<file path="src/rtl/adc_spi_master.sv">
// adc_spi_master: 3-wire SPI master for AD9253-style R/W + W1:W0 + address + data frames.
// Define ADC_SPI_READ_EN to build the read path (SDIO turnaround and capture); otherwise reads are rejected.
module adc_spi_master #(
  parameter int CLK_DIV = 4,
  parameter int ADDR_W  = 13,
  parameter int DATA_W  = 8,
  parameter int NUM_CS  = 4,
  parameter int CS_GAP  = 20
) (
  input  logic              clk,
  input  logic              rst,
  input  logic              req_valid,
  output logic              req_ready,
  input  logic              req_rd,
  input  logic [3:0]        req_cs,
  input  logic [ADDR_W-1:0] req_addr,
  input  logic [DATA_W-1:0] req_wdata,
  output logic              rsp_valid,
  output logic              rsp_err,
  output logic [DATA_W-1:0] rsp_rdata,
  output logic              busy,
  output logic [NUM_CS-1:0] spi_csn,
  output logic              spi_clk,
  output logic              spi_sdio_o,
  output logic              spi_sdio_oe,
  input  logic              spi_sdio_i
);

  // state    | meaning
  // S_IDLE   | ready for a request, bus idle
  // S_SETUP  | chip select low, first frame bit on SDIO, CLK_DIV cycles
  // S_SHIFT  | one bit per 2*CLK_DIV cycles, spi_clk high in the second half
  // S_HOLD   | chip select still low after the last falling edge, CLK_DIV cycles
  // S_GAP    | chip select high, CS_GAP cycles; read response on the last one
  // S_REJECT | single-cycle error response, no bus activity

  localparam int HDR     = 3 + ADDR_W;
  localparam int NBITS   = HDR + DATA_W;
  localparam int PH_W    = $clog2(2 * CLK_DIV);
  localparam int BIT_W   = $clog2(NBITS);
  localparam int TMR_MAX = (CS_GAP > CLK_DIV) ? CS_GAP : CLK_DIV;
  localparam int TMR_W   = $clog2(TMR_MAX);

  localparam logic [PH_W-1:0]  PH_RISE  = PH_W'(CLK_DIV - 1);
  localparam logic [PH_W-1:0]  PH_LAST  = PH_W'(2 * CLK_DIV - 1);
  localparam logic [BIT_W-1:0] BIT_LAST = BIT_W'(NBITS - 1);
  localparam logic [TMR_W-1:0] TMR_DIV  = TMR_W'(CLK_DIV - 1);
  localparam logic [TMR_W-1:0] TMR_GAP  = TMR_W'(CS_GAP - 1);

  typedef enum logic [2:0] {
    S_IDLE,
    S_SETUP,
    S_SHIFT,
    S_HOLD,
    S_GAP,
    S_REJECT
  } state_t;

  state_t             state;
  state_t             state_n;
  logic [TMR_W-1:0]   tmr;
  logic [PH_W-1:0]    phase;
  logic [BIT_W-1:0]   bit_cnt;
  logic [NBITS-1:0]   shreg;
  logic [NUM_CS-1:0]  csn_q;
  logic               clk_q;
  logic               reject_req;
  logic               tmr_done;
  logic               ph_last;
  logic               bit_last;
  logic               gap_rsp;
  logic [NBITS-1:0]   frame_word;

  assign tmr_done = (tmr == '0);
  assign ph_last  = (phase == PH_LAST);
  assign bit_last = (bit_cnt == BIT_LAST);

  // Read frames carry zeros in the data field; the slave owns SDIO by then.
  assign frame_word = {req_rd, 2'b00, req_addr, (req_rd ? {DATA_W{1'b0}} : req_wdata)};

  always_comb begin
    reject_req = ({1'b0, req_cs} >= 5'(NUM_CS));
`ifndef ADC_SPI_READ_EN
    if (req_rd) reject_req = 1'b1;
`endif
  end

  always_comb begin
    state_n = state;
    case (state)
      S_IDLE:   if (req_valid) state_n = reject_req ? S_REJECT : S_SETUP;
      S_REJECT: state_n = S_IDLE;
      S_SETUP:  if (tmr_done) state_n = S_SHIFT;
      S_SHIFT:  if (ph_last && bit_last) state_n = S_HOLD;
      S_HOLD:   if (tmr_done) state_n = S_GAP;
      S_GAP:    if (tmr_done) state_n = S_IDLE;
      default:  state_n = S_IDLE;
    endcase
  end

  always_ff @(posedge clk) begin
    if (rst) begin
      state   <= S_IDLE;
      tmr     <= '0;
      phase   <= '0;
      bit_cnt <= '0;
      shreg   <= '0;
      csn_q   <= '1;
      clk_q   <= 1'b0;
    end else begin
      state <= state_n;
      case (state)
        S_IDLE: begin
          if (req_valid && !reject_req) begin
            tmr   <= TMR_DIV;
            shreg <= frame_word;
            csn_q <= ~(NUM_CS'(1) << req_cs);
          end
        end
        S_SETUP: begin
          if (tmr_done) begin
            phase   <= '0;
            bit_cnt <= '0;
          end else begin
            tmr <= tmr - TMR_W'(1);
          end
        end
        S_SHIFT: begin
          if (phase == PH_RISE) clk_q <= 1'b1;
          if (ph_last) begin
            // Wrap: falling edge and next bit launched together.
            clk_q   <= 1'b0;
            phase   <= '0;
            shreg   <= shreg << 1;
            bit_cnt <= bit_cnt + BIT_W'(1);
            if (bit_last) tmr <= TMR_DIV;
          end else begin
            phase <= phase + PH_W'(1);
          end
        end
        S_HOLD: begin
          if (tmr_done) begin
            csn_q <= '1;
            tmr   <= TMR_GAP;
          end else begin
            tmr <= tmr - TMR_W'(1);
          end
        end
        S_GAP: begin
          if (!tmr_done) tmr <= tmr - TMR_W'(1);
        end
        default: ;
      endcase
    end
  end

`ifdef ADC_SPI_READ_EN
  localparam logic [BIT_W-1:0] BIT_HDR_LAST = BIT_W'(HDR - 1);

  logic              rd_q;
  logic              oe_q;
  logic [DATA_W-1:0] rdata;

  always_ff @(posedge clk) begin
    if (rst) begin
      rd_q  <= 1'b0;
      oe_q  <= 1'b0;
      rdata <= '0;
    end else begin
      case (state)
        S_IDLE: begin
          if (req_valid && !reject_req) begin
            rd_q  <= req_rd;
            oe_q  <= 1'b1;
            rdata <= '0;
          end
        end
        S_SHIFT: begin
          // Capture on the cycle spi_clk goes high, data bits only.
          if (rd_q && (phase == PH_RISE) && (bit_cnt > BIT_HDR_LAST))
            rdata <= {rdata[DATA_W-2:0], spi_sdio_i};
          if (ph_last && ((rd_q && (bit_cnt == BIT_HDR_LAST)) || bit_last))
            oe_q <= 1'b0;
        end
        default: ;
      endcase
    end
  end

  assign spi_sdio_oe = oe_q;
  assign gap_rsp     = rd_q;
  assign rsp_rdata   = ((state == S_GAP) && tmr_done && rd_q) ? rdata : '0;
`else
  logic sdio_i_unused;

  assign sdio_i_unused = spi_sdio_i;
  assign spi_sdio_oe   = ~&csn_q;
  assign gap_rsp       = 1'b0;
  assign rsp_rdata     = '0;
`endif

  assign req_ready  = (state == S_IDLE);
  assign busy       = ~req_ready;
  assign rsp_err    = (state == S_REJECT);
  assign rsp_valid  = (state == S_REJECT) || ((state == S_GAP) && tmr_done && gap_rsp);
  assign spi_csn    = csn_q;
  assign spi_clk    = clk_q;
  assign spi_sdio_o = shreg[NBITS-1];

endmodule

</file>
<file path="config.mk">
export PLATFORM = sky130hd
export DESIGN_NAME = adc_spi_master
export DESIGN_NICKNAME = d
export VERILOG_FILES = /design/src/rtl/adc_spi_master.sv
export SDC_FILE = /design/constraint.sdc
export NUM_CORES = 1
export LEC_CHECK = 0
export CORE_UTILIZATION = 55
export DETAILED_ROUTE_END_ITERATION = 16
export PLACE_DENSITY = 0.85
export SLEW_MARGIN = 20
export SYNTH_ARGS = -nofsm -noshare
export SYNTH_HDL_FRONTEND = slang
export SYNTH_SLANG_ARGS = --single-unit
</file>
<file path="constraint.sdc">
create_clock -name clk -period 3.4 [get_ports clk]
set_input_delay 0.34 -clock clk [delete_from_list [all_inputs] [get_ports clk]]
set_output_delay 0.34 -clock clk [all_outputs]
set_load 0.05 [all_outputs]
</file>
## After elaboration in Yosys (flattened, before gate mapping)

Index checks and enable logic that the tools add are counted.

| word-level totals | value |
|---|---|
| input bits | 30 |
| register bits after elaboration | 45 |
| bits in latches | 0 |
| bits in writable memories | 0 |
| output and inout port bits | 19 |
| memories | 0 |
| bits in read-only memories | 0 |

| operators by class | value |
|---|---|
| bitwise gates (word level) | 2 |
| $lt $le $gt $ge | 1 |
| multiply operators | 0 |
| reduce and logical (&&, ||, !) cells | 20 |
| div/mod/pow operators | 0 |
| multiplexer cells | 28 |
| add/sub/neg operators | 3 |
| equal/unequal tests | 17 |
| shift-type cells | 1 |

Operators by type and width:

| cell | number |
|---|---|
| 2-to-1 mux 24 bit | 2 |
| one-hot mux 24 bit (2 select lines) | 1 |
| 2-to-1 mux 5 bit | 7 |
| 2-to-1 mux 3 bit | 7 |
| one-hot mux 5 bit (4 select lines) | 1 |
| inequality test 2 bit (second input constant) | 8 |
| one-hot mux 3 bit (5 select lines) | 1 |
| one-hot mux 5 bit (2 select lines) | 1 |
| AND reduction 5 bit | 2 |
| == test 3 x 2 -> 1 bit (second input constant) | 3 |
| == test 3 bit (second input constant) | 3 |
| AND reduction 3 bit | 3 |
| 2-to-1 mux 4 bit | 2 |
| 2-to-1 mux 8 bit | 1 |
| one-hot mux 4 bit (2 select lines) | 1 |
| nonzero test 2 bit | 4 |
| one-hot mux 3 bit (2 select lines) | 1 |
| adder 5 x 1 -> 5 bit (second input constant) | 1 |
| == test 5 bit (second input constant) | 1 |
| logical NOT 5 bit | 1 |
| subtractor 5 x 1 -> 5 bit (second input constant) | 1 |
| >= comparator 4 x 3 -> 1 bit (second input constant) | 1 |
| inverter 4 bit | 1 |
| AND reduction 2 bit | 2 |
| other kinds (12) | 16 |

## Logic depth before layout (Yosys ltp)

Gate-level depths: netlist of the first run.

| logic depth | value |
|---|---|
| depth in word-level cells | 6 |
| mapped depth | 8 |
| gate-level depth less buffers | 6 |

## Worst setup path before layout of the first run

Ideal clock, no wire load.

| path | value |
|---|---|
| path kind | register -> output |
| start | register state[2] |
| end | output port rsp_valid |
| data required time | 3.060 ns |
| slack | 0.612 ns |
| stages on the path, launching flop included | 5 |
| arrival | 2.448 ns |
| path through | dfxtp_1 clkbuf_1 clkinv_1 nor3_1 buf_4 |

| between the ends | value |
|---|---|
| longest elaborated chain between the ends | 1 |

RTL lines:

| what | RTL line | text |
|---|---|---|
| from (decl) | 59 | `state_t state;` |
| from (signal assigned) | 111 | `state <= state_n;` |
| == test 3 bit | -- |  |
| to (decl) | 18 | `output logic rsp_valid,` |

No other way between the ends.

## Worst setup path after layout of the first run

| path | value |
|---|---|
| start | register state[2] |
| end | output port rsp_err |

| between the ends | value |
|---|---|
| longest elaborated chain between the ends | 1 |

RTL lines:

| what | RTL line | text |
|---|---|---|
| == test 3 bit | 204 | `assign rsp_err = (state == S_REJECT);` |
| to (decl) | 19 | `output logic rsp_err,` |

No other way between the ends.

==> out/qor.yml, run 1 <==
sta:
  hold_viol: 0
  rsz0062_at_grt: "no"
  finalCritPeriodShare_pct: 84.06
  slew_violations: 0
  max_freq_mhz: 349.9
  skew_ns: 0.01117
  tightest_slew_ns: 0.5261
  tns_ns: 0
  min_period_ns: 2.858
  setup-violations-final: 0
  relSlewSlack_pct: 64.78
die:
  rows: 23
  fp.dieH_um: 67.80
  die_area_um2: 4596
  start_util_pct: 58.27
  fp.dieW_um: 67.80
  io_pins: 49
  core_um2: 4086
synthesis:
  synth_warnings: 0
  syn_inst: 277
  synth-seq-cells: 45
  async_flop_share_pct: 0
  postSynthAreaPerCell_um2: 8.596
  synth_cell_types: 50
  netlist_area_um2: 2381
  ys_seq_area_share_pct: 37.83
  synth-edff-count: 0
  synth_ff_type: "dfxtp_1"
  synthTopCellsByArea: "dfxtp_1 (38%), a21oi_1 (9.5%), a211oi_1 (6.9%)"
  yosys.area.top_type: "dfxtp_1"
  yosysTopAreaCellShare_pct: 37.83
global_route:
  grt_max_degree: 40
  grtUsageTotal_pct: 24.59
  antenna_found_initial: 0
  grt_first_pass_wirelength_um: 8521
  grt_pass1_vias: 1964
  overflow: 0
drt:
  wirelength_um: 5414
  vias: 2166
  final_antenna_net_count: 0
  post_drt_wl_per_cell_um: 15.12
  initialDrtViolationCount: 193
  drt-pass1-iter-count: 4
  drc: 0
  via_per_inst: 6.050
setup_path:
  end_kind: "output pin"
  path_cells: "clkinv_1 -> nor3_1 -> clkdlybuf4s50_1"
  path_buf_inv: 2
  critPathMaxFanout: 16
  cp-start-kind: "flop"
  cp.required_ns: 3.06
  critical_path_class: "flop to output pin"
  critPathTopFamily: "buffers and inverters"
  crit_arrival_ns: 2.52
  worst_path_largest_cell_delay_ns: 0.85
  crit_slowest_cell: "clkdlybuf4s50_1"
clock_tree:
  insertion_delay_ns: 0.30
  cts_tree: "done"
  postCtsHoldBufs: 0
  cts_setup_buffers: 0
  cts.path.max_buffers: 2
  cts-resized-gates: 0
  clockRootBuffer: "clkbuf_8"
  htreeDepth: 2
  cts_inserted_buffers: 5
  path_clk_slew_ns: 0.09
  cts.sinks: 45
placement:
  dpl-instance-area_um2: 2760
  post-dp-hpwl_um: 3647
  gp_congestion: 0.8414
  portBuffers: 39
finish:
  final_nets: 342
  fillerInstances: 341
  area_growth_pct: 20.60
  drive_gt1_share_pct: 7.792
  finalInstanceArea_um2: 2872
  n_antenna_cell: 0
power:
  p_leak_nw: 0.9866
  power_density_nw_per_um2: 714.1
  peakVddDrop_v: 0.0002982
  power.total_w: 0.002050
min_path:
  hp-class: "flop to flop"
flow_run:
  drv_cap: 0
run_status:
  status: "complete, no violations"
state kept, by name, indices dropped and copies added (netlist names):
register	cells
spi_clk	1
spi_csn	4
bit_cnt	5
shreg	24
state	3
phase	3
tmr	5
worst reg2reg max path, delay by kind of cell (launching register included):
| kind | cells | cell delay (ns) |
|---|---|---|
| DFF | 1 | 0.61 |
| and+or+nand+nor | 2 | 0.60 |
| buffers and inverters | 1 | 0.48 |
| AOI/OAI and AO/OA | 2 | 0.41 |
metrics by stage:
| stage | hold WS, ns | std cells | util [%] | setup WS (ns) |
|---|---|---|---|---|
| floorplan | 0.4445 | 284 | - | 0.6120 |
| CTS | 0.4801 | 358 | 70.27 | 0.5797 |
| detailed placement | 0.4637 | 350 | 67.54 | 0.8253 |
| global route | 0.5140 | 358 | 70.27 | 0.3922 |
| finish | 0.4789 | 358 | 70.27 | 0.5419 |
| global placement | 0.4602 | 350 | 67.54 | 0.9151 |
cells by family after synthesis:
group,after synthesis,share of synthesized area [%]
AOI/OAI and AO/OA,104,27.59
xor gates and xnor gates,1,0.3679
adders and majority gates,5,2.627
buffers and inverters,39,7.882
DFF,45,37.83
muxes,16,6.779
other,1,0.1575
and+or+nand+nor,66,16.76
path summary, 6_finish.rpt:
kind,to,from,slack [ns],depth (start not counted)
worst min-delay path,shreg[22]$_SDFFE_PP0P_,shreg[21]$_SDFFE_PP0P_,0.48,2
worst max-delay path,rsp_err,state[2]$_SDFFE_PP0P_,0.54,3
worst min register to register,shreg[22]$_SDFFE_PP0P_,shreg[21]$_SDFFE_PP0P_,0.48,2
worst max register to register,phase[0]$_SDFFE_PP0P_,state[1]$_SDFFE_PP0P_,1.18,5
placed cells by master, fill, tap and decap left out, types with 2 or more instances in the layout:
cell type	count
o22ai_1	2
a22oi_1	3
a211oi_1	22
mux2i_1	15
nor3_1	6
inv_1	9
a21oi_1	45
nor3b_1	9
o32ai_1	2
o21ai_0	11
or4b_1	2
clkdlybuf4s50_1	39
or3_2	2
dfxtp_1	45
a311oi_1	2
a2111oi_0	2
clkbuf_8	5
conb_1	8
buf_4	6
ha_1	5
nor4_1	2
or2_2	3
nand3_1	5
nor4b_1	3
nand2_1	8
nand3b_1	3
nor2_1	15
a31oi_1	3
metal layers:
metal / vias up / track usage (%) / share of wire (%)
met5: - / 0 / 0
met4: 0 / 9.115 / 1.2
met3: 7 / 5.068 / 4.5
met2: 60 / 42.95 / 49
met1: 1016 / 29.33 / 45
li1: 1083 / - / -
cells in the mapped netlist (8+ instances only):
master and instances:
clkbuf_1 14, dfxtp_1 45, mux2i_1 15, a211oi_1 22, o21ai_0 11, a21oi_1 45
inv_1 9, nand2_1 8, nor2_1 15, buf_4 9, nor3b_1 10
layout make-up:
type	count	area [um2]	area share (%)
multi-input cells	200	1324	46.10
well taps	50	62.56	2.179
inverters	10	37.54	1.307
clock inverters	2	38.79	1.351
flip-flops and latches	45	900.9	31.37
clock buffers	6	72.57	2.527
repair buffers	45	435.4	15.16
power by group:
part / switching, W / total, W / internal, W
logic: 0.000567 / 0.000954 / 0.000387
registers: 0.000102 / 0.000691 / 0.000590
clock network: 0.000184 / 0.000405 / 0.000221
Power figures use the tool's default switching activity.
==> run 2: changes to the inputs <==
--- a/config.mk
+++ b/config.mk
@@ -5,9 +5,9 @@
 export SDC_FILE = /design/constraint.sdc
 export NUM_CORES = 1
 export LEC_CHECK = 0
-export CORE_UTILIZATION = 55
+export CORE_UTILIZATION = 51
 export DETAILED_ROUTE_END_ITERATION = 16
-export PLACE_DENSITY = 0.85
+export PLACE_DENSITY = 0.8
 export SLEW_MARGIN = 20
 export SYNTH_ARGS = -nofsm -noshare
 export SYNTH_HDL_FRONTEND = slang
==> constraint.sdc (replaced) <==
create_clock -name clk -period 2.8 [get_ports clk]
set_input_delay 0.28 -clock clk [delete_from_list [all_inputs] [get_ports clk]]
set_output_delay 0.28 -clock clk [all_outputs]
set_load 0.05 [all_outputs]
==> out/qor.yml, run 2 (synthesis gave the netlist of run 1 again) <==
run_status:
  status: "complete, no violations"  # unchanged
clock_tree:
  htreeDepth: 2  # unchanged
  cts_setup_buffers: 0  # unchanged
  postCtsHoldBufs: 0  # unchanged
  cts_inserted_buffers: 5  # unchanged
  cts.path.max_buffers: 2  # unchanged
  cts_tree: "done"  # unchanged
  clockRootBuffer: "clkbuf_8"  # unchanged
  cts-resized-gates: 0  # unchanged
  path_clk_slew_ns: 0.08  # was 0.09 ns
  insertion_delay_ns: 0.29  # was 0.30 ns
  cts.sinks: 45  # unchanged
drt:
  final_antenna_net_count: 0  # unchanged
  post_drt_wl_per_cell_um: 14.40  # was 15.12 um
  drt-pass1-iter-count: 4  # unchanged
  via_per_inst: 5.942  # was 6.050
  wirelength_um: 5229  # was 5414 um
  initialDrtViolationCount: 158  # was 193
  drc: 0  # unchanged
  vias: 2157  # was 2166
sta:
  min_period_ns: 2.489
  max_freq_mhz: 401.8
  tns_ns: 0  # unchanged
  skew_ns: 0.005489  # was 0.01117 ns
  slew_violations: 0  # unchanged
  rsz0062_at_grt: "no"  # unchanged
  finalCritPeriodShare_pct: 88.89
  hold_viol: 0  # unchanged
  setup-violations-final: 0  # unchanged
setup_path:
  crit_arrival_ns: 2.21  # was 2.52 ns
  worst_path_largest_cell_delay_ns: 0.85  # about the same
  critical_path_class: "flop to output pin"  # unchanged
  reg2reg_depth: 7  # was 5
  reg2reg_setup_slack_ns: 0.69  # was 1.18 ns
  critPathMaxFanout: 16  # unchanged
  cp-start-kind: "flop"  # unchanged
  critPathTopFamily: "buffers and inverters"  # unchanged
  cp.required_ns: 2.52  # was 3.06 ns
  r2r-end: "shreg[8]$_SDFFE_PP0P_"  # was phase[0]$_SDFFE_PP0P_
  rr_startpoint: "phase[0]$_SDFFE_PP0P_"  # was state[1]$_SDFFE_PP0P_
  path_buf_inv: 2  # unchanged
  end_kind: "output pin"  # unchanged
  crit_slowest_cell: "clkdlybuf4s50_1"  # unchanged
  path_cells: "clkinv_1 -> nor3_1 -> clkdlybuf4s50_1"  # unchanged
die:
  fp.dieW_um: 70.33  # was 67.80 um
  io_pins: 49  # unchanged
  start_util_pct: 53.94  # was 58.27%
  core_um2: 4414  # was 4086 um2
  rows: 24  # was 23
  fp.dieH_um: 70.33  # was 67.80 um
  die_area_um2: 4946  # was 4596 um2
placement:
  gp_congestion: 0.8236  # was 0.8414
  portBuffers: 39  # unchanged
  post-dp-hpwl_um: 3611  # was 3647 um
  placed_cells: 355  # was 350
min_path:
  hp-start: "bit_cnt[4]$_SDFFE_PP0P_"  # was shreg[21]$_SDFFE_PP0P_
  whs_endpoint: "bit_cnt[4]$_SDFFE_PP0P_"  # was shreg[22]$_SDFFE_PP0P_
  hold-path-cell-count: 2  # unchanged
  hp-class: "flop to flop"  # unchanged
global_route:
  grtUsageTotal_pct: 21.51  # was 24.59%
  antenna_found_initial: 0  # unchanged
  grt_max_degree: 40  # unchanged
  overflow: 0  # unchanged
  grt_first_pass_wirelength_um: 8645  # was 8521 um
  grt_pass1_vias: 1861  # was 1964
power:
  p_leak_nw: 1.006  # was 0.9866 nW
  peakVddDrop_v: 0.0004007  # was 0.0002982 V
  power_density_nw_per_um2: 842.7  # was 714.1 nW/um2
  power.total_w: 0.002439  # was 0.002050 W
finish:
  drive_gt1_share_pct: 9.646  # was 7.792%
  top_register: "shreg"  # unchanged
  top_regs: "shreg x24, bit_cnt x5, tmr x5"  # unchanged
  final_cell_mix: "a21oi_1 (45), dfxtp_1 (45), clkdlybuf4s50_1 (37)"  # was a21oi_1 (45), dfxtp_1 (45), clkdlybuf4s50_1 (39)
  fillerInstances: 395  # was 341
  n_antenna_cell: 0  # unchanged
  fin_cells: 363  # was 358
  largest_reg_flops: 24  # unchanged
  seq_area_um2: 900.9  # unchanged
  multiInputGateArea_um2: 1324  # unchanged
  final_nets: 345  # was 342
  area_growth_pct: 21.55  # was 20.60%
flow_run:
  drv_cap: 0  # unchanged
[run 2: worst max path at each step]
stage	from	endpoint	slack, ns	cells after the start
detailed placement	req_rd	shreg[8]$_SDFFE_PP0P_	0.55	7
CTS	state[2]$_SDFFE_PP0P_	rsp_err	0.30	3
global placement	req_rd	shreg[8]$_SDFFE_PP0P_	0.59	7
finish	state[2]$_SDFFE_PP0P_	rsp_err	0.31	3
global route	state[2]$_SDFFE_PP0P_	rsp_err	0.15	3
floorplan	state[2]$_SDFFE_PP0P_	rsp_valid	0.07	4
[run 2: final cells by class]
type / count / share of cell area (%)
clock inverters: 1 / 0.1729
inverters: 10 / 1.297
clock buffers: 7 / 3.329
repair buffers: 48 / 16.08
flip-flops and latches: 45 / 31.13
well taps: 52 / 2.248
multi-input cells: 200 / 45.74
[run 2: per-stage QoR]
stage | hold slack (ns) | utilization (%) | cell area (um2) | setup slack [ns]
2_1_floorplan | 0.4445 | - | 2407 | 0.07204
4_1_cts | 0.4856 | 65.56 | 2894 | 0.2957
3_5_place_dp | 0.4728 | 63.27 | 2793 | 0.5483
3_3_place_gp | 0.4623 | 63.27 | 2793 | 0.5907
5_1_grt | 0.4999 | 65.56 | 2894 | 0.1473
6_report | 0.4815 | 65.56 | 2894 | 0.3110
[run 2: tightest hold or removal path, stage by stage, from the launching register on]
cell and delay, ns:
dfxtp_1 0.33, o31ai_1 0.06, a21oi_1 0.05
[run 2: power by group]
group | total [W] | internal, W | leakage, nW | switching [W]
Clock | 0.000432 | 0.000223 | 0.0542 | 0.000209
Combinational | 0.00117 | 0.000495 | 0.587 | 0.000677
Sequential | 0.000834 | 0.000716 | 0.365 | 0.000118
[run 2: per-layer routing]
metal  wire, um  vias up  GRT usage, %
li1           -     1095             -
met1       2586     1005         30.82
met2       2389       52         32.70
met3        207        5         4.185
met4         46        0         6.000
met5          0        -             0
==> run 3: changes to the inputs <==
--- a/config.mk
+++ b/config.mk
@@ -8,7 +8,6 @@
 export CORE_UTILIZATION = 51
 export DETAILED_ROUTE_END_ITERATION = 16
 export PLACE_DENSITY = 0.8
-export SLEW_MARGIN = 20
 export SYNTH_ARGS = -nofsm -noshare
 export SYNTH_HDL_FRONTEND = slang
 export SYNTH_SLANG_ARGS = --single-unit
==> constraint.sdc (replaced) <==
create_clock -name clk -period 2.85 [get_ports clk]
set_input_delay 0.285 -clock clk [delete_from_list [all_inputs] [get_ports clk]]
set_output_delay 0.285 -clock clk [all_outputs]
set_load 0.05 [all_outputs]
==> out/qor.yml, run 3 (synthesis gave the netlist of run 1 again) <==
clock_tree:
  path_clk_slew_ns: 0.08  # about the same
  cts-resized-gates: 0  # unchanged
  cts.path.max_buffers: 2  # unchanged
  htreeDepth: 2  # unchanged
  cts.sinks: 45  # unchanged
  insertion_delay_ns: 0.30  # was 0.29 ns
  cts_setup_buffers: 0  # unchanged
  postCtsHoldBufs: 0  # unchanged
  cts_inserted_buffers: 5  # unchanged
  cts_tree: "done"  # unchanged
  clockRootBuffer: "clkbuf_8"  # unchanged
sta:
  min_period_ns: 2.558
  rsz0062_at_grt: "no"  # unchanged
  tightest_slew_ns: 0.5193
  max_freq_mhz: 390.9
  setup-violations-final: 0  # unchanged
  hold_viol: 0  # unchanged
  relSlewSlack_pct: 65.33
  finalCritPeriodShare_pct: 89.75
  skew_ns: 0.009507  # was 0.005489 ns
  setup_slack_ns: 0.2920  # was 0.3110 ns
  slew_violations: 0  # unchanged
  tns_ns: 0  # unchanged
setup_path:
  critPathTopFamily: "buffers and inverters"  # unchanged
  critical_path_class: "flop to output pin"  # unchanged
  cp_num_cells: 3  # unchanged
  path_buf_inv: 2  # unchanged
  critPathMaxFanout: 16  # unchanged
  reg2reg_depth: 7  # unchanged
  cp-start-kind: "flop"  # unchanged
  crit_slowest_cell: "clkdlybuf4s50_1"  # unchanged
  crit_arrival_ns: 2.27  # was 2.21 ns
  end_kind: "output pin"  # unchanged
  worst_path_largest_cell_delay_ns: 0.85  # about the same
  cp.required_ns: 2.57  # was 2.52 ns
  path_cells: "clkinv_1 -> nor3_1 -> clkdlybuf4s50_1"  # unchanged
die:
  core_um2: 4414  # unchanged
  fp.dieH_um: 70.33  # unchanged
  fp.dieW_um: 70.33  # unchanged
  start_util_pct: 53.94  # unchanged
  io_pins: 49  # unchanged
  die_area_um2: 4946  # unchanged
  rows: 24  # unchanged
finish:
  final_nets: 345  # unchanged
  drive_gt1_share_pct: 9.003  # was 9.646%
  top_regs: "shreg x24, bit_cnt x5, tmr x5"  # unchanged
  final_cell_mix: "a21oi_1 (45), dfxtp_1 (45), clkdlybuf4s50_1 (38)"  # was a21oi_1 (45), dfxtp_1 (45), clkdlybuf4s50_1 (37)
  n_antenna_cell: 0  # unchanged
  largest_reg_flops: 24  # unchanged
  top_register: "shreg"  # unchanged
  area_growth_pct: 20.86  # was 21.55%
global_route:
  grtUsageTotal_pct: 22.67  # was 21.51%
  overflow: 0  # unchanged
  antenna_found_initial: 0  # unchanged
  grt_first_pass_wirelength_um: 9018  # was 8645 um
  grt_max_degree: 38  # was 40
  grt_pass1_vias: 1959  # was 1861
drt:
  vias: 2175  # was 2157
  wirelength_um: 5231  # was 5229 um
  post_drt_wl_per_cell_um: 14.41  # was 14.40 um
  via_per_inst: 5.992  # was 5.942
  drt-pass1-iter-count: 4  # unchanged
  initialDrtViolationCount: 121  # was 158
  drc: 0  # unchanged
  final_antenna_net_count: 0  # unchanged
placement:
  portBuffers: 39  # unchanged
  post-dp-hpwl_um: 3575  # was 3611 um
  gp_congestion: 0.8824  # was 0.8236
  dp_worst_setup_slack_ns: 0.5298  # was 0.5483 ns
power:
  p_leak_nw: 0.9957  # was 1.006 nW
  power_density_nw_per_um2: 820.5  # was 842.7 nW/um2
  peakVddDrop_v: 0.0004429  # was 0.0004007 V
min_path:
  hp-class: "flop to flop"  # unchanged
  hold-path-cell-count: 2  # unchanged
run_status:
  status: "complete, no violations"  # unchanged
flow_run:
  drv_cap: 0  # unchanged
[run 3: changes by cell type in the layout (fill, tap and decap cells not counted), sizes merged]
cell / change
buf: -1
clkbuf: -1
clkdlybuf4s50: +1
clkinv: +1
[run 3: worst reg2reg max path, delay by kind of cell, from the launching register on]
kind | cells | cell delay, ns
buf+inv | 1 | 0.21
fa+ha+maj | 2 | 0.55
compound gates | 2 | 0.63
flops | 1 | 0.33
simple gates | 2 | 0.29
[run 3: area by class of cell]
type	count	area, um2
fill	395	1536
multi-input combinational	200	1324
sequential	45	900.9
timing repair buffer	48	467.9
clock buffer	6	72.57
tap	52	65.06
inverter	10	37.54
clock inverter	2	10.01
[run 3: path summary, 6_finish.rpt]
path                          startpoint                endpoint  slack (ns)
setup / recovery   state[2]$_SDFFE_PP0P_                 rsp_err        0.29
hold / removal    shreg[21]$_SDFFE_PP0P_  shreg[22]$_SDFFE_PP0P_        0.49
hold reg to reg   shreg[21]$_SDFFE_PP0P_  shreg[22]$_SDFFE_PP0P_        0.49
setup reg to reg   phase[0]$_SDFFE_PP0P_  shreg[19]$_SDFFE_PP0P_        0.76
[run 3: metal layers]
metal | share of wire (%) | vias up | GRT usage (%)
met2 | 44 | 65 | 33.12
met4 | 1.5 | 0 | 7.556
met3 | 4.6 | 6 | 6.782
met1 | 50 | 1022 | 31.65
li1 | - | 1082 | -
met5 | 0 | - | 0
[run 3: where the power goes]
part	total [W]	switching (W)	internal, W
combinational	0.00115	0.000664	0.000490
clock	0.000385	0.000215	0.000170
sequential	0.000822	0.000119	0.000704
total	0.00236	0.000997	0.00136
[run 3: stage by stage]
step           util (%)  cell area, um2  instances  hold WS [ns]  total power, W
2_1_floorplan         -            2407        284        0.4445        0.001696
3_3_place_gp      63.32            2795        355        0.4632        0.001957
3_5_place_dp      63.32            2795        355        0.4705        0.001973
4_1_cts           65.19            2878        363        0.4895        0.002362
5_1_grt           65.19            2878        363        0.5108        0.002514
6_report          65.19            2878        363        0.4866        0.002361
